===== src/rtl/gpio_hilo_unit.sv =====
// rtl/gpio_hilo_unit.sv - HI/LO registers, GPIO latch/debouncer and registered writeback select
module gpio_hilo_unit #(
    parameter int GPIO_WIDTH      = 8,
    parameter int DEBOUNCE_CYCLES = 4
) (
    input  logic                  clk,
    input  logic                  rst,
    input  logic                  enhilo_EX,
    input  logic [1:0]            regsel_EX,
    input  logic                  regwrite_EX,
    input  logic                  GPIO_OUT,
    input  logic                  GPIO_IN,
    input  logic [31:0]           alu_result_EX,
    input  logic [31:0]           alu_hi_EX,
    input  logic [31:0]           alu_lo_EX,
    input  logic [GPIO_WIDTH-1:0] gpio_pins_in,
    output logic [GPIO_WIDTH-1:0] gpio_pins_out,
    output logic [31:0]           writedata_WB,
    output logic                  regwrite_WB,
    output logic                  gpio_in_changed
);

    localparam int CNT_W = $clog2(DEBOUNCE_CYCLES) + 1;
    localparam logic [CNT_W-1:0] CNT_MAX = CNT_W'(DEBOUNCE_CYCLES - 1);

    logic [31:0]           hi_reg;
    logic [31:0]           lo_reg;
    logic [GPIO_WIDTH-1:0] sync1;
    logic [GPIO_WIDTH-1:0] sync2;
    logic [GPIO_WIDTH-1:0] deb;
    logic [CNT_W-1:0]      cnt;
    logic [31:0]           deb_ext;
    logic [31:0]           wb_next;

    always_ff @(posedge clk or posedge rst) begin
        if (rst) begin
            hi_reg <= '0;
            lo_reg <= '0;
        end else if (enhilo_EX) begin
            hi_reg <= alu_hi_EX;
            lo_reg <= alu_lo_EX;
        end
    end

    always_ff @(posedge clk or posedge rst) begin
        if (rst) begin
            gpio_pins_out <= '0;
        end else if (GPIO_OUT) begin
            gpio_pins_out <= alu_result_EX[GPIO_WIDTH-1:0];
        end
    end

    // Width-safe zero extension, also valid when GPIO_WIDTH is 32.
    always_comb begin
        deb_ext = '0;
        deb_ext[GPIO_WIDTH-1:0] = deb;
    end

    // Reads the pre-edge HI/LO, so a same-cycle mult is not forwarded.
    always_comb begin
        wb_next = alu_result_EX;
        if (regsel_EX == 2'b01) begin
            wb_next = GPIO_IN ? deb_ext : hi_reg;
        end else if (regsel_EX == 2'b10) begin
            wb_next = lo_reg;
        end
    end

    always_ff @(posedge clk or posedge rst) begin
        if (rst) begin
            writedata_WB <= '0;
            regwrite_WB  <= 1'b0;
        end else begin
            writedata_WB <= wb_next;
            regwrite_WB  <= regwrite_EX;
        end
    end

    always_ff @(posedge clk or posedge rst) begin
        if (rst) begin
            sync1 <= '0;
            sync2 <= '0;
        end else begin
            sync1 <= gpio_pins_in;
            sync2 <= sync1;
        end
    end

    // Any difference from the accepted value keeps counting, even if the pins move again.
    always_ff @(posedge clk or posedge rst) begin
        if (rst) begin
            deb             <= '0;
            cnt             <= '0;
            gpio_in_changed <= 1'b0;
        end else begin
            gpio_in_changed <= 1'b0;
            if (sync2 == deb) begin
                cnt <= '0;
            end else if (cnt < CNT_MAX) begin
                cnt <= cnt + 1'b1;
            end else begin
                deb             <= sync2;
                cnt             <= '0;
                gpio_in_changed <= 1'b1;
            end
        end
    end

endmodule


===== config.mk =====
export PLATFORM = sky130hd
export DESIGN_NAME = gpio_hilo_unit
export DESIGN_NICKNAME = d
export VERILOG_FILES = /design/src/rtl/gpio_hilo_unit.sv
export SDC_FILE = /design/constraint.sdc
export NUM_CORES = 1
export LEC_CHECK = 0
export BUFFER_PORTS_ARGS = -buffer_cell sky130_fd_sc_hd__buf_2
export CAP_MARGIN = 20
export CORE_MARGIN = 1.5
export CORE_UTILIZATION = 47
export DETAILED_ROUTE_END_ITERATION = 7
export GPL_TIMING_DRIVEN = 0
export PLACE_DENSITY = 0.87
export SLEW_MARGIN = 20
export SYNTH_ARGS = -nofsm -noshare
export SYNTH_HDL_FRONTEND = slang
export SYNTH_SLANG_ARGS = --single-unit

===== constraint.sdc =====
create_clock -name clk -period 4 [get_ports clk]
set_input_delay 0.2 -clock clk [delete_from_list [all_inputs] [get_ports clk]]
set_output_delay 0.2 -clock clk [all_outputs]
set_load 0.1 [all_outputs]

# Yosys cells after proc, flatten, opt, wreduce, memory -nomap -nowiden
# Index checks and enable logic that the tools add are counted.
# word_totals
rom_bits	0
wordCells	25
out_inout_bits	42
memories	0
ramBits	0
input_bits	112
reg_bits	133
latchBits	0
# classes
n_eq_ne	3
n_bitwise	2
multipliers	0
n_mux	7
reduce_logical	1
div	0
n_shift	0
add_sub_neg	1
magnitude_cmp	1
# ops
operator	n
$mux W32	3
$eq A8 B8 Y1	1
$mux W3	2
$add A3 B1 Y3 const B	1
$lt A3 B2 Y1 const B	1
$eq A2 B1 Y1 const B	1
$eq A2 B2 Y1 const B	1
$mux W1	2
$not A1 Y1	2
$reduce_and A2 Y1	1

# Depth between registers and ports, before layout
# Gate-level depths: netlist of the first run.
# logic_depth
word_depth	3
depth_mapped	6
mapped_depth_nobuf	4

# Least setup slack after synthesis of the first run
# OpenSTA, ideal clock, no wires.
# synth_timing
kind	flip-flop to flip-flop
from	reg deb[6]
to	reg deb[0]
required_time_ns	3.875
setup_slack_ns	2.454
synth_period_minus_slack_ns	1.546
setup_time_ns	0.125
n_path_buf	0
arrival_time_ns	1.422
path_stages_with_launch	5
path_cell_list	dfrtp_1 -> xor2_1 -> nor4_2 -> a21oi_4 -> mux2_2
# synth_via
elab_chain_cells	3
# synth_lines
element	line	source
start, declared	30	logic [GPIO_WIDTH-1:0] deb;
start signal, assigned	102	deb <= sync2;
$eq A8 B8 Y1	97	if (sync2 == deb) begin
$not A1 Y1 (no source line)	--	
$reduce_and A2 Y1 (no source line)	--	
# Every way passes these cells.
# A chain may end at the register's enable or synchronous reset.

# Worst setup path in the final report of the first run
# layout_timing
from	reg deb[6]
to	reg deb[5]
# The elaborated chain is that of the path after synthesis.

==> impl_metrics.env, run 1 <==
export IMPL_drv_slew=0
export IMPL_maxCapViolCount=0
export IMPL_setup_worst_path_end_class="flip-flop"
export IMPL_ys_warn_count=0
export IMPL_nNetsFinal=723
export IMPL_synth_most_common_cell="dfrtp_1"
export IMPL_avgSynthCellArea_um2=12.9
export IMPL_cts_htree_levels=4
export IMPL_cp_slowest_stage_delay_ns=0.48
export IMPL_cpMaxStageDelayCell="nor4_2"
export IMPL_fmax_mhz=589
export IMPL_synth_edf_count=0
export IMPL_globalRoute_totalOverflow=0
export IMPL_crit_buf_inv=0
export IMPL_drtIter0Drc=327
export IMPL_die_y_um=112
export IMPL_grt_max_degree=70
export IMPL_hold_violations=0
export IMPL_drt_first_pass_iters=6
export IMPL_yosysTopAreaCell="dfrtp_1"
export IMPL_routed_via_count=4187
export IMPL_path_max_fanout=9
export IMPL_setup_violations_final=0
export IMPL_io_pin_count=154
export IMPL_grt_usage=0.232
export IMPL_wl_per_cell_um=18.3
export IMPL_drt_wl_total_um=14100
export IMPL_dieArea_um2=12500
export IMPL_p_leak_uw=0.00327
export IMPL_cts_buffers=17
export IMPL_fin_crit_ns=1.70
export IMPL_path_cells="xor2_1 -> nor4_2 -> a21oi_4 -> mux2_2"
export IMPL_die_w_um=112
export IMPL_fin_skew_ns=0.00502
export IMPL_crit_family="simple AND/OR/NAND/NOR gates"
export IMPL_fp_row_count=39
export IMPL_rsz0062_at_grt="false"
export IMPL_required_ns=4.31
export IMPL_ir_worst_vdd_v=0.000452
export IMPL_clk_pin_slew_ns=0.06
export IMPL_clock_sinks=133
export IMPL_syn_num_nets=544
export IMPL_antenna_found_initial=0
export IMPL_start_kind="flip-flop"
export IMPL_synth_async_reset_ratio=1.00
export IMPL_tightestPinTransition_ns=0.658
export IMPL_max_clock_path_buffers=2
export IMPL_ys_seq_area_frac=0.597
export IMPL_synthTopCellsByArea="dfrtp_1, mux2_2, a21oi_1, a211oi_1, nor3b_1"
export IMPL_slew_headroom=0.562
export IMPL_place_gp_congestion=0.847
export IMPL_vias_per_cell=5.47
export IMPL_hp_class="in2reg"
export IMPL_power_density_nw_per_um2=574
export IMPL_status="finished, final reports clean"
export IMPL_drive_gt1_frac=0.448
export IMPL_critical_path_class="reg2reg"
export IMPL_tns_ns=0
export IMPL_clk_insertion_delay_late_ns=0.42
export IMPL_num_antenna_cells=0
export IMPL_layout_area_overhead_vs_synth_pct=29.7
export IMPL_cts_tree="built"
export IMPL_cts_root_buffer="clkbuf_16"
export IMPL_arrival_ns=2.00
export IMPL_ys_ff_latch=133
export IMPL_synth_common_cells="dfrtp_1, mux2_2, a21oi_1"
export IMPL_synth_distinct_cells=20
export IMPL_start_util=0.486
export IMPL_core_area_um2=11500
export IMPL_grt_pass1_wl_um=22200
export IMPL_io_buffers=148
export IMPL_post_dp_hpwl_um=9990
export IMPL_grt_pass1_vias=4471
export IMPL_syn_area_um2=5570
export IMPL_period_share=0.425
export IMPL_synth_ff_type="dfrtp_1"
export IMPL_drtAntennaViolNets=0
export IMPL_drc=0
export IMPL_power_uw=4150
export IMPL_netlist_area_leader_share=0.597
export IMPL_syn_inst=431
==> report_power, final <==
part	switching [µW]	internal (µW)	total, µW
Clock	600	937	1540
Sequential	109	1530	1640
Combinational	657	316	973
==> through the flow <==
step           instance area, µm²  utilization  setup WS [ns]  std cells  hold WS, ns
2_1_floorplan                5570            -          0.246        431        0.231
3_3_place_gp                 6490        0.566         -0.955        722        0.308
3_5_place_dp                 6530        0.569           2.28        723        0.309
4_1_cts                      7230        0.630           2.29        766    0.0000663
5_1_grt                      7230        0.630           2.17        766      0.00499
6_report                     7230        0.630           2.30        766      0.00976
==> layer usage <==
metal  wire length [µm]  share of wire  GRT usage  vias up
met5                  0              0          0        -
met4                240          0.017     0.0709        0
met3                986          0.070     0.0675       22
met2               7160           0.51      0.405      190
met1               5660           0.40      0.278     2078
li1                   -              -          -     1897
==> logic make-up after synthesis <==
logic type | Yosys count | share of synthesized area
flip-flops | 133 | 0.597
XOR/XNOR | 8 | 0.0126
adder cells (fa/ha/maj) | 1 | 0.00224
AO/OA/AOI/OAI | 91 | 0.0954
buffers and inverters | 33 | 0.0254
AND/OR/NAND/NOR | 69 | 0.0768
multiplexers | 96 | 0.190
==> layout by cell type, fill, tap and decap left out, drive strengths merged <==
master         n
nor2b         24
clkbuf        34
mux2          80
nor4           2
o21ai         16
dfrtp        133
bufinv         2
clkinvlp       5
clkinv         6
nor3b         23
nand2         17
a22oi          1
a211oi        25
ha             1
mux2i         16
xor2           8
nor2           1
a21oi         49
and3           2
inv            2
dlygate4sd3   11
buf          165
==> final cells by class <==
cell class / count / area (µm²)
Tap cell: 143 / 179
Timing Repair Buffer: 160 / 878
Clock inverter: 14 / 155
Buffer: 32 / 138
Sequential cell: 133 / 3330
Multi-Input combinational cell: 265 / 2100
Inverter: 1 / 8.76
Fill cell: 863 / 4240
Clock buffer: 18 / 439
==> final timing paths <==
path | from | slack, ns | end | cells past startpoint
worst max-delay path | deb[6] | 2.30 | deb[5] | 4
worst min register to register | sync1[5] | 0.35 | sync2[5] | 0
max in group asynchronous | rst | 2.86 | lo_reg[19] | 4
min in group asynchronous | rst | 0.40 | sync1[0] | 3
worst max register to register | deb[6] | 2.30 | deb[5] | 4
worst min-delay path | alu_hi_EX[29] | 0.01 | hi_reg[29] | 2
==> what timing repair did <==
action	4_1_cts	5_1_grt
hold buffers	11	0
gates resized for setup	0	0
hold endpoints to repair	74	0
setup buffers	0	0
No activity file was read; power rests on OpenSTA's default activity.
==> inputs of run 2 (changes only) <==
--- a/config.mk
+++ b/config.mk
@@ -5,13 +5,14 @@
 export SDC_FILE = /design/constraint.sdc
 export NUM_CORES = 1
 export LEC_CHECK = 0
+export ABC_AREA = 1
 export BUFFER_PORTS_ARGS = -buffer_cell sky130_fd_sc_hd__buf_2
 export CAP_MARGIN = 20
 export CORE_MARGIN = 1.5
-export CORE_UTILIZATION = 47
+export CORE_UTILIZATION = 51
 export DETAILED_ROUTE_END_ITERATION = 7
 export GPL_TIMING_DRIVEN = 0
-export PLACE_DENSITY = 0.87
+export PLACE_DENSITY = 0.9
 export SLEW_MARGIN = 20
 export SYNTH_ARGS = -nofsm -noshare
 export SYNTH_HDL_FRONTEND = slang
==> constraint.sdc (replaced) <==
create_clock -name clk -period 1.8 [get_ports clk]
set_input_delay 0.09 -clock clk [delete_from_list [all_inputs] [get_ports clk]]
set_output_delay 0.09 -clock clk [all_outputs]
set_load 0.1 [all_outputs]
==> run 2 against run 1 <==
Net effect: final cell count rose by 20%; clock skew rose by 0.0051 ns; largest cell class unchanged; register-to-register slack got worse by 1.8 ns; global-route usage rose by 10 points; synthesized cell count rose by 12%; largest power group unchanged; highest routed layer unchanged; hold slack improved by 0.019 ns; via count rose by 20%; synthesized area fell by 5.8%.
==> impl_metrics.env, run 2 <==
export IMPL_ys_warn_count=0
export IMPL_synthAdderAreaFrac=0.00238
export IMPL_p_leak_uw=0.00392
export IMPL_path_depth=8
export IMPL_clock_sinks=133
export IMPL_power_density_nw_per_um2=1190
export IMPL_start_kind="input port"
export IMPL_max_clock_path_buffers=2
export IMPL_synth_most_common_cell="dfrtp_1"
export IMPL_synth_compound_area_frac=0.113
export IMPL_rrSetupSlack_ns=0.47
export IMPL_synthTopCellsByArea="dfrtp_1, mux2_2, o21ai_0, nand2_1, inv_1"
export IMPL_period_share=0.914
export IMPL_maxCapViolCount=0
export IMPL_drtAntennaViolNets=0
export IMPL_final_cell_area_um2=7970
export IMPL_syn_area_um2=5250
export IMPL_synth_distinct_cells=23
export IMPL_rsz0062_at_grt="false"
export IMPL_grt_max_degree=38
export IMPL_synth_edf_count=0
export IMPL_final_cell_mix="buf_2, dfrtp_1, dlygate4sd3_1"
export IMPL_regToRegStartpoint="deb[5]"
export IMPL_vias_per_cell=5.47
export IMPL_clk_pin_slew_ns=0.06
export IMPL_yosys_area_share_simple=0.0953
export IMPL_place_gp_congestion=0.872
export IMPL_path_cells="dlygate4sd3_1 -> buf_2 -> nor2_2 -> inv_2 -> buf_4 -> nor2_1 -> o22ai_1 -> dlygate4sd3_1"
export IMPL_drv_slew=0
export IMPL_fin_skew_ns=0.0101
export IMPL_die_y_um=104
export IMPL_netlist_area_leader_share=0.634
export IMPL_ys_ff_latch=133
export IMPL_synth_top_family_by_area="compound AO/OA/AOI/OAI gates"
export IMPL_required_ns=2.21
export IMPL_core_area_um2=9860
export IMPL_tns_ns=0
export IMPL_cts_hold_buf=112
export IMPL_dieArea_um2=10900
export IMPL_synth_ff_type="dfrtp_1"
export IMPL_drt_first_pass_iters=7
export IMPL_status="finished, final reports clean"
export IMPL_grt_pass1_wl_um=27800
export IMPL_crit_end="writedata_WB[30]"
export IMPL_drive_gt1_frac=0.330
export IMPL_fp_row_count=36
export IMPL_die_w_um=104
export IMPL_yosys_mux_area_fraction=0.0858
export IMPL_ys_seq_area_frac=0.634
export IMPL_drt_wl_total_um=17100
export IMPL_post_cts_buffers=0
export IMPL_synth_common_cells="dfrtp_1, nand2_1, o21ai_0"
export IMPL_io_buffers=151
export IMPL_drtIter0Drc=270
export IMPL_syn_num_nets=597
export IMPL_ir_worst_vdd_v=0.000744
export IMPL_crit_top_cell="dlygate4sd3_1"
export IMPL_antenna_found_initial=2
export IMPL_post_dp_hpwl_um=9520
export IMPL_cts_htree_levels=4
export IMPL_crit_family="buffers and inverters"
export IMPL_ctsResizeCount=0
export IMPL_synthXorXnorAreaFrac=0.00500
export IMPL_nNetsFinal=882
export IMPL_setup_worst_path_end_class="flip-flop"
export IMPL_power_uw=9490
export IMPL_tightestPinTransition_ns=0.728
export IMPL_io_pin_count=154
export IMPL_hp_class="in2reg"
export IMPL_crit_path_start="regsel_EX[0]"
export IMPL_globalRoute_totalOverflow=0
export IMPL_critical_path_class="in2reg"
export IMPL_fmax_mhz=608
export IMPL_reg2reg_to="deb[2]"
export IMPL_slew_headroom=0.513
export IMPL_cpMaxStageDelayCell="dlygate4sd3_1"
export IMPL_placed_cell_area_um2=6240
export IMPL_start_util=0.532
export IMPL_clk_insertion_delay_late_ns=0.53
export IMPL_yosysTopAreaCell="dfrtp_1"
export IMPL_syn_inst=484
export IMPL_wl_per_cell_um=18.6
export IMPL_layout_commonest_cell="buf_2"
export IMPL_crit_buf_inv=5
export IMPL_fin_crit_ns=1.65
export IMPL_layout_area_overhead_vs_synth_pct=51.7
export IMPL_ff2ff_path_depth=9
export IMPL_cts_root_buffer="clkbuf_8"
export IMPL_avgSynthCellArea_um2=10.8
export IMPL_fin_ws_ns=0.154
export IMPL_arrival_ns=2.05
export IMPL_hold_violations=0
export IMPL_cp_slowest_stage_delay_ns=0.56
export IMPL_cts_buffers=17
export IMPL_cts_tree="built"
export IMPL_path_max_fanout=10
export IMPL_grt_usage=0.336
export IMPL_routed_via_count=5015
export IMPL_pre_cts_slack_ns=0.529
export IMPL_drc=0
export IMPL_synth_async_reset_ratio=1.00
export IMPL_grt_pass1_vias=5531
export IMPL_setup_violations_final=0
==> run 2: cell count changes in the layout (fill, tap and decap cells not counted), moves of 23 or more <==
cell	previous run	this run
dlygate4sd3_1	11	112
o21ai_0	16	66
a21oi_1	48	17
nand2_1	17	74
nor2_1	1	31
nor3b_1	23	0
a211oi_1	25	0
o22ai_1	0	24
mux2_2	80	40
nor2b_1	24	0
inv_1	0	45
==> run 2: cell families after synthesis <==
| family | count (synthesis) |
|---|---|
| multiplexers | 40 |
| buffers and inverters | 74 |
| AO/OA/AOI/OAI | 113 |
| adder cells (fa/ha/maj) | 1 |
| flip-flops | 133 |
| AND/OR/NAND/NOR | 120 |
| XOR/XNOR | 3 |
==> run 2: final cells by class <==
class,count,area [µm²]
clock buffers,22,483
plain buffers,25,140
clock inverters,10,119
fillers,561,1900
multi-input cells,277,1590
inverters,49,201
well taps,133,166
flip-flops and latches,133,3330
diodes,2,5.00
repair buffers,266,1940
==> run 2: worst min path at each step <==
stage                               start          endpoint  slack (ns)  depth (start not counted)
final                            GPIO_OUT  gpio_pins_out[0]        0.03                          2
after global routing             GPIO_OUT  gpio_pins_out[0]        0.01                          2
after CTS                        GPIO_OUT  gpio_pins_out[0]        0.01                          2
after detailed placement  gpio_pins_in[0]          sync1[0]        0.20                          1
after global placement    gpio_pins_in[4]          sync1[4]        0.20                          1
after floorplan               regwrite_EX       regwrite_WB        0.12                          0
==> run 2: metrics by stage <==
step	util	cells	hold slack, ns
finish	0.807	917	0.0287
CTS	0.807	915	0.00966
floorplan	-	484	0.121
detailed placement	0.632	771	0.199
global route	0.807	917	0.0131
global placement	0.626	768	0.199
==> run 2: metal layers <==
metal	GRT usage	up-vias	part of all wire
li1	-	2169	-
met3	0.0871	90	0.064
met1	0.368	2451	0.36
met4	0.208	0	0.058
met2	0.580	305	0.52
met5	0	-	0
==> run 2: worst reg2reg max path: cells and delay by family (launching register included) <==
family,cells,cell delay (ns)
buf+inv,1,0.10
flops,1,0.42
simple gates,8,0.74
==> run 2: where the power goes <==
part / switching (µW) / internal [µW] / leakage, µW
logic: 1630 / 777 / 0.00204
registers: 234 / 3380 / 0.00158
clock network: 1310 / 2160 / 0.000290
total: 3170 / 6320 / 0.00392
==> inputs of run 3 (changes only) <==
--- a/config.mk
+++ b/config.mk
@@ -5,11 +5,10 @@
 export SDC_FILE = /design/constraint.sdc
 export NUM_CORES = 1
 export LEC_CHECK = 0
-export ABC_AREA = 1
 export BUFFER_PORTS_ARGS = -buffer_cell sky130_fd_sc_hd__buf_2
 export CAP_MARGIN = 20
 export CORE_MARGIN = 1.5
-export CORE_UTILIZATION = 51
+export CORE_UTILIZATION = 52
 export DETAILED_ROUTE_END_ITERATION = 7
 export GPL_TIMING_DRIVEN = 0
 export PLACE_DENSITY = 0.9
==> run 3 against run 2 <==
Net effect: clock power grew 3%; via count shrank 6.3%; core utilization shrank 1.4 points; die area grew 4.0%; sequential cell count is the same; non-clock buffer count shrank 2; total power grew 1.4%; setup slack lost 0.077 ns; sequential power grew 1%; final cell count shrank 6.7%; cell area grew 3.3%; sequential share of layout area shrank 1.3 points; critical path type is now reg2reg; critical endpoint is now deb[7]; largest cell class unchanged.
==> impl_metrics.env, run 3 (synthesis results as in run 1) <==
export IMPL_status="finished, final reports clean"
export IMPL_clk_insertion_delay_late_ns=0.51
export IMPL_arrival_ns=2.12
export IMPL_grt_pass1_wl_um=26100
export IMPL_ff2ff_path_depth=4
export IMPL_grt_max_degree=36
export IMPL_power_uw=9630
export IMPL_drtIter0Drc=315
export IMPL_setup_worst_path_end_class="flip-flop"
export IMPL_drt_first_pass_iters=5
export IMPL_nNetsFinal=820
export IMPL_clk_pin_slew_ns=0.06
export IMPL_layout_area_overhead_vs_synth_pct=47.7
export IMPL_ir_worst_vdd_v=0.000656
export IMPL_tightestPinTransition_ns=0.780
export IMPL_cts_tree="built"
export IMPL_cts_root_buffer="clkbuf_8"
export IMPL_drt_wl_total_um=16700
export IMPL_max_clock_path_buffers=2
export IMPL_num_antenna_cells=0
export IMPL_dieArea_um2=11300
export IMPL_setup_violations_final=0
export IMPL_drtAntennaViolNets=0
export IMPL_path_max_fanout=9
export IMPL_start_util=0.537
export IMPL_routed_via_count=4698
export IMPL_slew_headroom=0.479
export IMPL_place_gp_congestion=0.850
export IMPL_critical_path_class="reg2reg"
export IMPL_cts_htree_levels=4
export IMPL_io_buffers=148
export IMPL_antenna_found_initial=0
export IMPL_io_pin_count=154
export IMPL_drive_gt1_frac=0.389
export IMPL_hold_violations=0
export IMPL_grt_usage=0.312
export IMPL_placedCellCount=718
export IMPL_reg2reg_to="deb[7]"
export IMPL_fmax_mhz=580
export IMPL_clock_sinks=133
export IMPL_fin_skew_ns=0.00458
export IMPL_worst_hold_path_num_cells=2
export IMPL_fp_row_count=37
export IMPL_worstHoldEndpoint="gpio_pins_out[7]"
export IMPL_stdcell_count=856
export IMPL_p_leak_uw=0.00370
export IMPL_core_area_um2=10400
export IMPL_wl_per_cell_um=19.5
export IMPL_min_from="GPIO_OUT"
export IMPL_power_density_nw_per_um2=1170
export IMPL_fin_crit_ns=1.72
export IMPL_maxCapViolCount=0
export IMPL_regToRegStartpoint="deb[7]"
export IMPL_layout_commonest_cell="buf_2"
export IMPL_post_dp_hpwl_um=9830
export IMPL_die_w_um=107
export IMPL_required_ns=2.19
export IMPL_hp_class="in2reg"
export IMPL_grt_pass1_vias=5021
export IMPL_cts_buffers=17
export IMPL_rsz0062_at_grt="false"
export IMPL_vias_per_cell=5.49
export IMPL_period_share=0.957
export IMPL_die_y_um=107
export IMPL_final_cell_mix="buf_2, dfrtp_1, dlygate4sd3_1"
export IMPL_drc=0
export IMPL_start_kind="flip-flop"
export IMPL_rrSetupSlack_ns=0.08
export IMPL_drv_slew=0
export IMPL_globalRoute_totalOverflow=0
==> run 3: cell types whose count changed in the layout (fill, tap and decap cells not counted), moves of 24 or more <==
cell / delta
a21oi_1: +31
nor2_1: -30
mux2_2: +40
inv_1: -45
a211oi_1: +25
o21ai_0: -50
nand2_1: -57
o22ai_1: -24
nor2b_1: +24
==> run 3: cell type report <==
class	instances	area (µm²)
clock buffers	19	432
repair buffers	257	1860
multi-input cells	265	2110
plain buffers	32	138
clock inverters	13	181
flip-flops and latches	133	3330
fillers	599	2140
inverters	1	7.51
well taps	136	170
==> run 3: what timing repair did <==
item                                    CTS  global route
endpoints found under the hold margin   144             0
buffers inserted                          0             0
endpoints found under the setup margin    0             8
hold buffers                            106             0
resized for setup                         0             1
==> run 3: worst max path at each step <==
stage          slack [ns]    endpoint   start  cells past startpoint
6_report             0.08      deb[7]  deb[7]                      4
5_1_grt              0.02      deb[7]  deb[7]                      4
4_1_cts              0.05      deb[7]  deb[7]                      4
3_5_place_dp         0.10      deb[3]  deb[7]                      4
3_3_place_gp        -0.64  hi_reg[19]     rst                      2
2_1_floorplan        0.06      cnt[0]     rst                      1
==> run 3: routing by layer <==
layer  vias up  global-route usage  share of wire  routed length [µm]
li1       2089                   -              -                   -
met1      2292               0.369           0.38                6370
met2       252               0.533           0.51                8540
met3        65              0.0576          0.057                 947
met4         0               0.180          0.051                 854
met5         -                   0              0                   0
==> run 3: metrics by stage <==
stage               TNS [ns]  hold WS, ns  setup slack [ns]  area (µm²)   util
floorplan                  0        0.121            0.0588        5580      -
global placement      -83.96        0.198            -0.638        6490  0.626
detailed placement         0        0.200             0.104        6550  0.631
CTS                        0       0.0935            0.0517        8220  0.793
global route               0        0.134            0.0153        8230  0.794
finish                     0        0.115            0.0772        8230  0.794
==> run 3: power breakdown <==
part	internal (µW)	total, µW	switching (µW)
clock network	2280	3570	1290
registers	3400	3660	263
logic	850	2400	1550
total	6530	9630	3100
==> run 3: worst max-delay path, cell delays in order, from the launching register on <==
cell,delay [ns]
dfrtp_1,0.42
xor2_1,0.19
nor4_2,0.49
a21oi_4,0.19
mux2_2,0.32
